==> src/rtl/srv_icache_pkg.sv <==
// srv_icache shared types: line geometry, FSM states, refill address format.
// Used by the top and the storage array.
package srv_icache_pkg;

  localparam int LINE_W = 128;
  localparam int WORDS_PER_LINE = 4;

  typedef logic [LINE_W-1:0] line_t;

  typedef enum logic [1:0] {
    IDLE,
    REQ,
    WAIT
  } state_t;

  function automatic logic [31:0] fmt_ext_addr(
    input logic [27:0] line
  );
    return {2'b00, line, 2'b00};
  endfunction

endpackage

==> src/rtl/srv_icache_array.sv <==
// srv_icache storage: per-set valid, tag and line flops.
// Combinational read by index, one synchronous write port.
module srv_icache_array
  import srv_icache_pkg::*;
#(
  parameter int SETS  = 16,
  parameter int IDX_W = $clog2(SETS),
  parameter int TAG_W = 28 - IDX_W
) (
  input  logic             clk,
  input  logic             rst,
  input  logic [IDX_W-1:0] rd_idx,
  output logic             rd_valid,
  output logic [TAG_W-1:0] rd_tag,
  output line_t            rd_data,
  input  logic             wr_en,
  input  logic [IDX_W-1:0] wr_idx,
  input  logic [TAG_W-1:0] wr_tag,
  input  line_t            wr_data
);

  logic [SETS-1:0]  valid;
  logic [TAG_W-1:0] tags [SETS];
  line_t            data [SETS];

  always_ff @(posedge clk or posedge rst) begin
    if (rst) begin
      valid <= '0;
    end else if (wr_en) begin
      valid[wr_idx] <= 1'b1;
    end
  end

  // Tag and data are qualified by valid, so they need no reset.
  always_ff @(posedge clk) begin
    if (wr_en) begin
      tags[wr_idx] <= wr_tag;
      data[wr_idx] <= wr_data;
    end
  end

  assign rd_valid = valid[rd_idx];
  assign rd_tag   = tags[rd_idx];
  assign rd_data  = data[rd_idx];

endmodule

==> src/rtl/srv_icache.sv <==
// srv_icache: direct-mapped read-only instruction cache, line refill on ext_*.
// Define SRV_ICACHE_STATS_EN to add hit_cnt_o / miss_cnt_o counters.
module srv_icache
  import srv_icache_pkg::*;
#(
  parameter int SETS = 16
) (
  input  logic        clk,
  input  logic        rst,
  input  logic        cpu_req_i,
  input  logic [31:0] cpu_addr_i,
  output logic [31:0] cpu_data_o,
  output logic        cpu_vld_o,
  output logic        ext_req_o,
  output logic [31:0] ext_addr_o,
  input  logic        ext_rsp_i,
  input  line_t       ext_data_i
`ifdef SRV_ICACHE_STATS_EN
  ,
  output logic [31:0] hit_cnt_o,
  output logic [31:0] miss_cnt_o
`endif
);

  localparam int IDX_W = $clog2(SETS);
  localparam int TAG_W = 28 - IDX_W;
  localparam int OFF_W = $clog2(WORDS_PER_LINE);

  state_t state;
  logic [27:0] line_addr;
  logic req;

  logic [IDX_W-1:0] idx;
  logic [TAG_W-1:0] tag;
  logic [OFF_W-1:0] off;

  logic rd_valid;
  logic [TAG_W-1:0] rd_tag;
  line_t rd_data;
  logic [31:0] word;

  logic hit;
  logic miss;
  logic wr_en;
  logic unused_bits;

  assign off = cpu_addr_i[3:2];
  assign idx = cpu_addr_i[4 +: IDX_W];
  assign tag = cpu_addr_i[31:4+IDX_W];
  assign unused_bits = ^cpu_addr_i[1:0];

  srv_icache_array #(
    .SETS  (SETS),
    .IDX_W (IDX_W),
    .TAG_W (TAG_W)
  ) u_array (
    .clk      (clk),
    .rst      (rst),
    .rd_idx   (idx),
    .rd_valid (rd_valid),
    .rd_tag   (rd_tag),
    .rd_data  (rd_data),
    .wr_en    (wr_en),
    .wr_idx   (line_addr[IDX_W-1:0]),
    .wr_tag   (line_addr[27:IDX_W]),
    .wr_data  (ext_data_i)
  );

  assign hit  = rd_valid & (rd_tag == tag);
  assign miss = (state == IDLE) & cpu_req_i & ~hit;
  assign wr_en = (state == WAIT) & ext_rsp_i;

  // Gate with valid so never-written data flops cannot leak X.
  assign word = rd_data[{off, 5'b0} +: 32];
  assign cpu_data_o = rd_valid ? word : 32'h0;
  assign cpu_vld_o  = cpu_req_i & hit & (state == IDLE);

  assign ext_req_o  = req;
  assign ext_addr_o = fmt_ext_addr(line_addr);

  always_ff @(posedge clk or posedge rst) begin
    if (rst) begin
      state     <= IDLE;
      line_addr <= '0;
      req       <= 1'b0;
    end else begin
      case (state)
        IDLE: begin
          req <= 1'b0;
          if (miss) begin
            line_addr <= cpu_addr_i[31:4];
            req       <= 1'b1;
            state     <= REQ;
          end
        end
        REQ: begin
          req   <= 1'b0;
          state <= WAIT;
        end
        WAIT: begin
          req <= 1'b0;
          if (ext_rsp_i) begin
            state <= IDLE;
          end
        end
        default: begin
          req   <= 1'b0;
          state <= IDLE;
        end
      endcase
    end
  end

`ifdef SRV_ICACHE_STATS_EN
  logic [31:0] hit_cnt;
  logic [31:0] miss_cnt;

  always_ff @(posedge clk or posedge rst) begin
    if (rst) begin
      hit_cnt  <= '0;
      miss_cnt <= '0;
    end else begin
      if (cpu_vld_o) hit_cnt <= hit_cnt + 32'd1;
      if (miss) miss_cnt <= miss_cnt + 32'd1;
    end
  end

  assign hit_cnt_o  = hit_cnt;
  assign miss_cnt_o = miss_cnt;
`endif

endmodule

==> config.mk <==
export PLATFORM = sky130hd
export DESIGN_NAME = srv_icache
export DESIGN_NICKNAME = d
export VERILOG_FILES = /design/src/rtl/srv_icache_pkg.sv /design/src/rtl/srv_icache_array.sv /design/src/rtl/srv_icache.sv
export SDC_FILE = /design/constraint.sdc
export NUM_CORES = 2
export LEC_CHECK = 0
export ABC_AREA = 1
export BUFFER_PORTS_ARGS = -buffer_cell sky130_fd_sc_hd__buf_4
export CAP_MARGIN = 20
export CORE_MARGIN = 5
export CORE_UTILIZATION = 40
export CTS_BUF_LIST = sky130_fd_sc_hd__clkbuf_4 sky130_fd_sc_hd__clkbuf_8
export DETAILED_ROUTE_END_ITERATION = 10
export PLACE_DENSITY = 0.63
export RECOVER_POWER = 50
export SLEW_MARGIN = 40
export SYNTH_ARGS = -nofsm -noshare
export SYNTH_HDL_FRONTEND = slang
export SYNTH_SLANG_ARGS = --single-unit
==> constraint.sdc <==
create_clock -name clk -period 11.5 [get_ports clk]
set_clock_uncertainty 0.2 [all_clocks]
set_input_delay 1.725 -clock clk [delete_from_list [all_inputs] [get_ports clk]]
set_output_delay 1.725 -clock clk [all_outputs]
set_load 0.01 [all_outputs]
==> results.md <==
- Delay-heaviest family, CP: buffers and inverters
- Area growth from synthesis to layout: 12.2%
- CP cell instances: buf_8 -> buf_4 -> buf_4 -> o21ai_0 -> o22ai_1 -> nand2_1 -> nand3_1 -> and3_1 -> nor2_1 -> a311oi_1 -> buf_4
- Final WL: 283000 um
- Fin util: 45.1%
- Status: complete, but fails checks
- HP Start: u_array.valid[14]$_DFFE_PP0P_
- Slew Limit Fails: 48
- Full die area: 255000 um^2
- Register share of total power: 55.4%
- Pre-CTS setup slack: 3.72 ns
- Largest net degree at the start of global routing: around 250
- Syn Area/Cell: about 13 um^2
- Via density: about 5.7
- Crit path max fanout: 69
- Buffers plus inverters on the worst setup path: 4
- Final Cell Area: 110000 um^2
- Port-buffer cells: 223
- Gr usage total: 21.3%
- Postcts setup bufs: 0
- Max H-tree Level: 5
- Synth top area share: 74.6%
- # fillers: roughly 22k
- Unrepaired setup endpoints after global routing: false
- Share of cells above drive strength 1: 10.2%
- Slew HR: -51.3%
- Multi-input logic area: ~21000 um^2
- Post-DP HPWL: 143000 um
- Combinational share of power: under 10%
- Crit path DAT: 5.86 ns
- Antenna violations before repair: 69
- Final Cycle Share: 67.7%
- Hold Crit Endpoint: u_array.valid[14]$_DFFE_PP0P_
- Levels on crit path: 11
- Row Count: ~180
- Setup CP Type: input pin to output pin
- Sequential cell area: 74200 um^2
- Post-synth ARST share: 1.90%
- Startpoint Class: input pin
- Placed inst area: 103000 um^2
- Failing checks: capacitance limit, slew limit
- Switch share: 24.9%
- Setup TNS: 0 ns
- Fmax: 128 MHz
- Min Clock Period, post-route: 7.79 ns
- Clock sinks: around 2.5k
- Cells after Synth: roughly 7.7k
- TritonCTS Buffers: ~400
- Vias: 65.0k
- Starting Density: 40.2%
- Main area contributors after synthesis: edfxtp_1, o21ai_0, nor2_1
- Worst path most repeated cell: buf_4
- R2R cell count: 7
- CP required: 9.58 ns
- I/O pin count: 230
- Clk buf depth: 4
- Drt pass-1 iters: 6
- Clock network fraction of total power: roughly 36%
- FF+latch count, synth: 2479
- TritonCTS clock tree: built
- NetSw: 4880 uW
- DRC errors left: 0
- First DRT Iteration DRCs: 7921
- Die Wd: around 500 um
- Vias in the first global route: ~62k
- Hold Fails Final Rpt: 0
- Global-route wire length before repair: around 400000 um
- Ys Warns: 0
- Final setup violating endpoints: 0
- Crit. End Element: output pin
- GP Congestion: 0.773
- # resized after CTS: 0
- Final antenna-violating net count: 0
- Clock Root Buffer: clkbuf_8
- Routed WL per cell: 24.9 um
- Static Leak: 0.0365 uW
- Synth area leader: edfxtp_1
- Grt ovf: 0
- Largest stage delay, worst path: 0.78 ns
- Hold_ws: 0.260 ns
- Yosys cell types: 24
- Number of hold buffers added after cts: 0
- MaxCap Viol Count: 1
- Maximum vdd ir drop: 0.000111 V
- # nets final: 8067
- Seq/Total Area, Yosys: 75.8%
- Chip Height: 505 um
- FF-to-FF setup slack: 6.86 ns
- Post-synth EDFFs: 2432
- R2r startpoint: state[1]$_DFFE_PP0P_
- Worst skew pair latency: slightly above 1 ns
- Internal: 14700 uW
- PwrDens: approximately 180 nW/um^2
- Crit-path slowest cell: buf_4
- Post-synth top flop: edfxtp_1
- Hold Path Depth: 2
- Worst min-delay path class: flop to flop
- Core footprint: 243000 um^2
- PnR worst setup slack: 3.71 ns
- Worst-margin pin slew: 2.26 ns
- FF-to-FF End: u_array.data[4][52]$_DFFE_PP_
- Post-Synthesis Cell Area: 97900 um^2
- Clk slew on worst S/H paths: around 0.060 ns
==> cells by family (layout without fill, tap and decap cells) <==
| kind of cell | count (synthesis) | in the layout | synth area share [%] |
|---|---|---|---|
| buffers and inverters | 634 | 1079 | 2.73 |
| DFF | 2479 | 2479 | 75.8 |
| AOI/OAI and AO/OA | 1646 | 1646 | 9.22 |
| and+or+nand+nor | 2947 | 2947 | 12.2 |
| other | 1 | 39 | 0.00383 |
==> stage by stage <==
stage | instances | power (uW)
4_1_cts | 11300 | 19700
2_1_floorplan | 7710 | 11900
6_report | 11400 | 19600
5_1_grt | 11400 | 20300
3_5_place_dp | 10700 | 12700
3_3_place_gp | 10700 | 12600
==> state kept, by name, summed over array words and instances (netlist names) <==
name           flops
line_addr         28
state              2
u_array.valid     16
u_array.tags     384
ext_req_o          1
u_array.data    2048
==> worst min-delay path, stage by stage, from the launching register on <==
cell and delay (ns):
dfrtp_1 0.32, inv_1 0.04, o21ai_0 0.06
==> cell type report <==
| cell class | instances | area share, % |
|---|---|---|
| Timing Repair Buffer | 344 | 2.62 |
| Tap cell | 3202 | 3.65 |
| Multi-Input combinational cell | 4597 | 19.3 |
| Clock inverter | 117 | 0.577 |
| Clock buffer | 529 | 5.88 |
| Inverter | 89 | 0.355 |
| Sequential cell | 2479 | 67.5 |
| Antenna cell | 35 | 0.0797 |
==> power groups by stage <==
| stage | Clock, uW | Sequential (uW) | Combinational [uW] |
|---|---|---|---|
| after floorplan | 0 | 11000 | 882 |
| after global placement | 0 | 11000 | 1650 |
| after detailed placement | 0 | 11000 | 1710 |
| after CTS | 7130 | 10800 | 1710 |
| after global routing | 7560 | 10900 | 1850 |
| final | 7030 | 10800 | 1710 |
==> placed cells by master, fill, tap and decap left out <==
cell type   count
clkinv_8        1
nor2_1       1132
clkbuf_1      131
nand2_2         1
clkinv_16       1
inv_1          83
clkinv_2       31
nor2_2          1
and3_1         31
buf_12         25
nand2_4         1
inv_8           2
nor2_4         14
nand3b_1        3
buf_16         19
o22ai_1       514
a311oi_1       20
buf_8           3
nand3_1       641
clkinvlp_2      1
a21oi_1        19
buf_6          17
nand2_1      1109
a31oi_2         1
edfxtp_1     2432
o21ai_1        14
o211ai_1       12
diode_2        35
dfrtp_1        47
clkbuf_4      133
bufinv_16       5
or2_2          14
o21ai_0      1055
conb_1          4
a311oi_2       11
clkinv_1       75
clkbuf_8      399
buf_4         146
clkinvlp_4      7
==> layer usage <==
metal  global-route usage [%]  up-vias  wire length [um]
li1                         -    28600                 -
met1                     29.6    32300            114000
met2                     33.3     3430            130000
met3                     4.93      579             29500
met4                     7.39       22              9470
met5                        0        -               150
==> Yosys cell counts, drive strengths merged, types with 19 or more instances <==
cell / count
edfxtp: 2432
o21ai: 1069
clkbuf: 336
nand3: 641
a21oi: 19
o22ai: 514
buf: 209
nand2: 1111
and3: 31
a311oi: 31
inv: 89
nor2: 1147
dfrtp: 47
==> worst max path at each step <==
stage,endpoint,slack [ns],start
finish,cpu_data_o[7],3.71,cpu_addr_i[5]
global route,cpu_data_o[7],3.62,cpu_addr_i[5]
CTS,cpu_data_o[15],3.72,cpu_addr_i[4]
detailed placement,cpu_data_o[15],3.72,cpu_addr_i[4]
global placement,cpu_data_o[19],3.70,cpu_addr_i[5]
floorplan,u_array.valid[13]$_DFFE_PP0P_,2.05,ext_rsp_i
(Power assumes the default switching activity.)
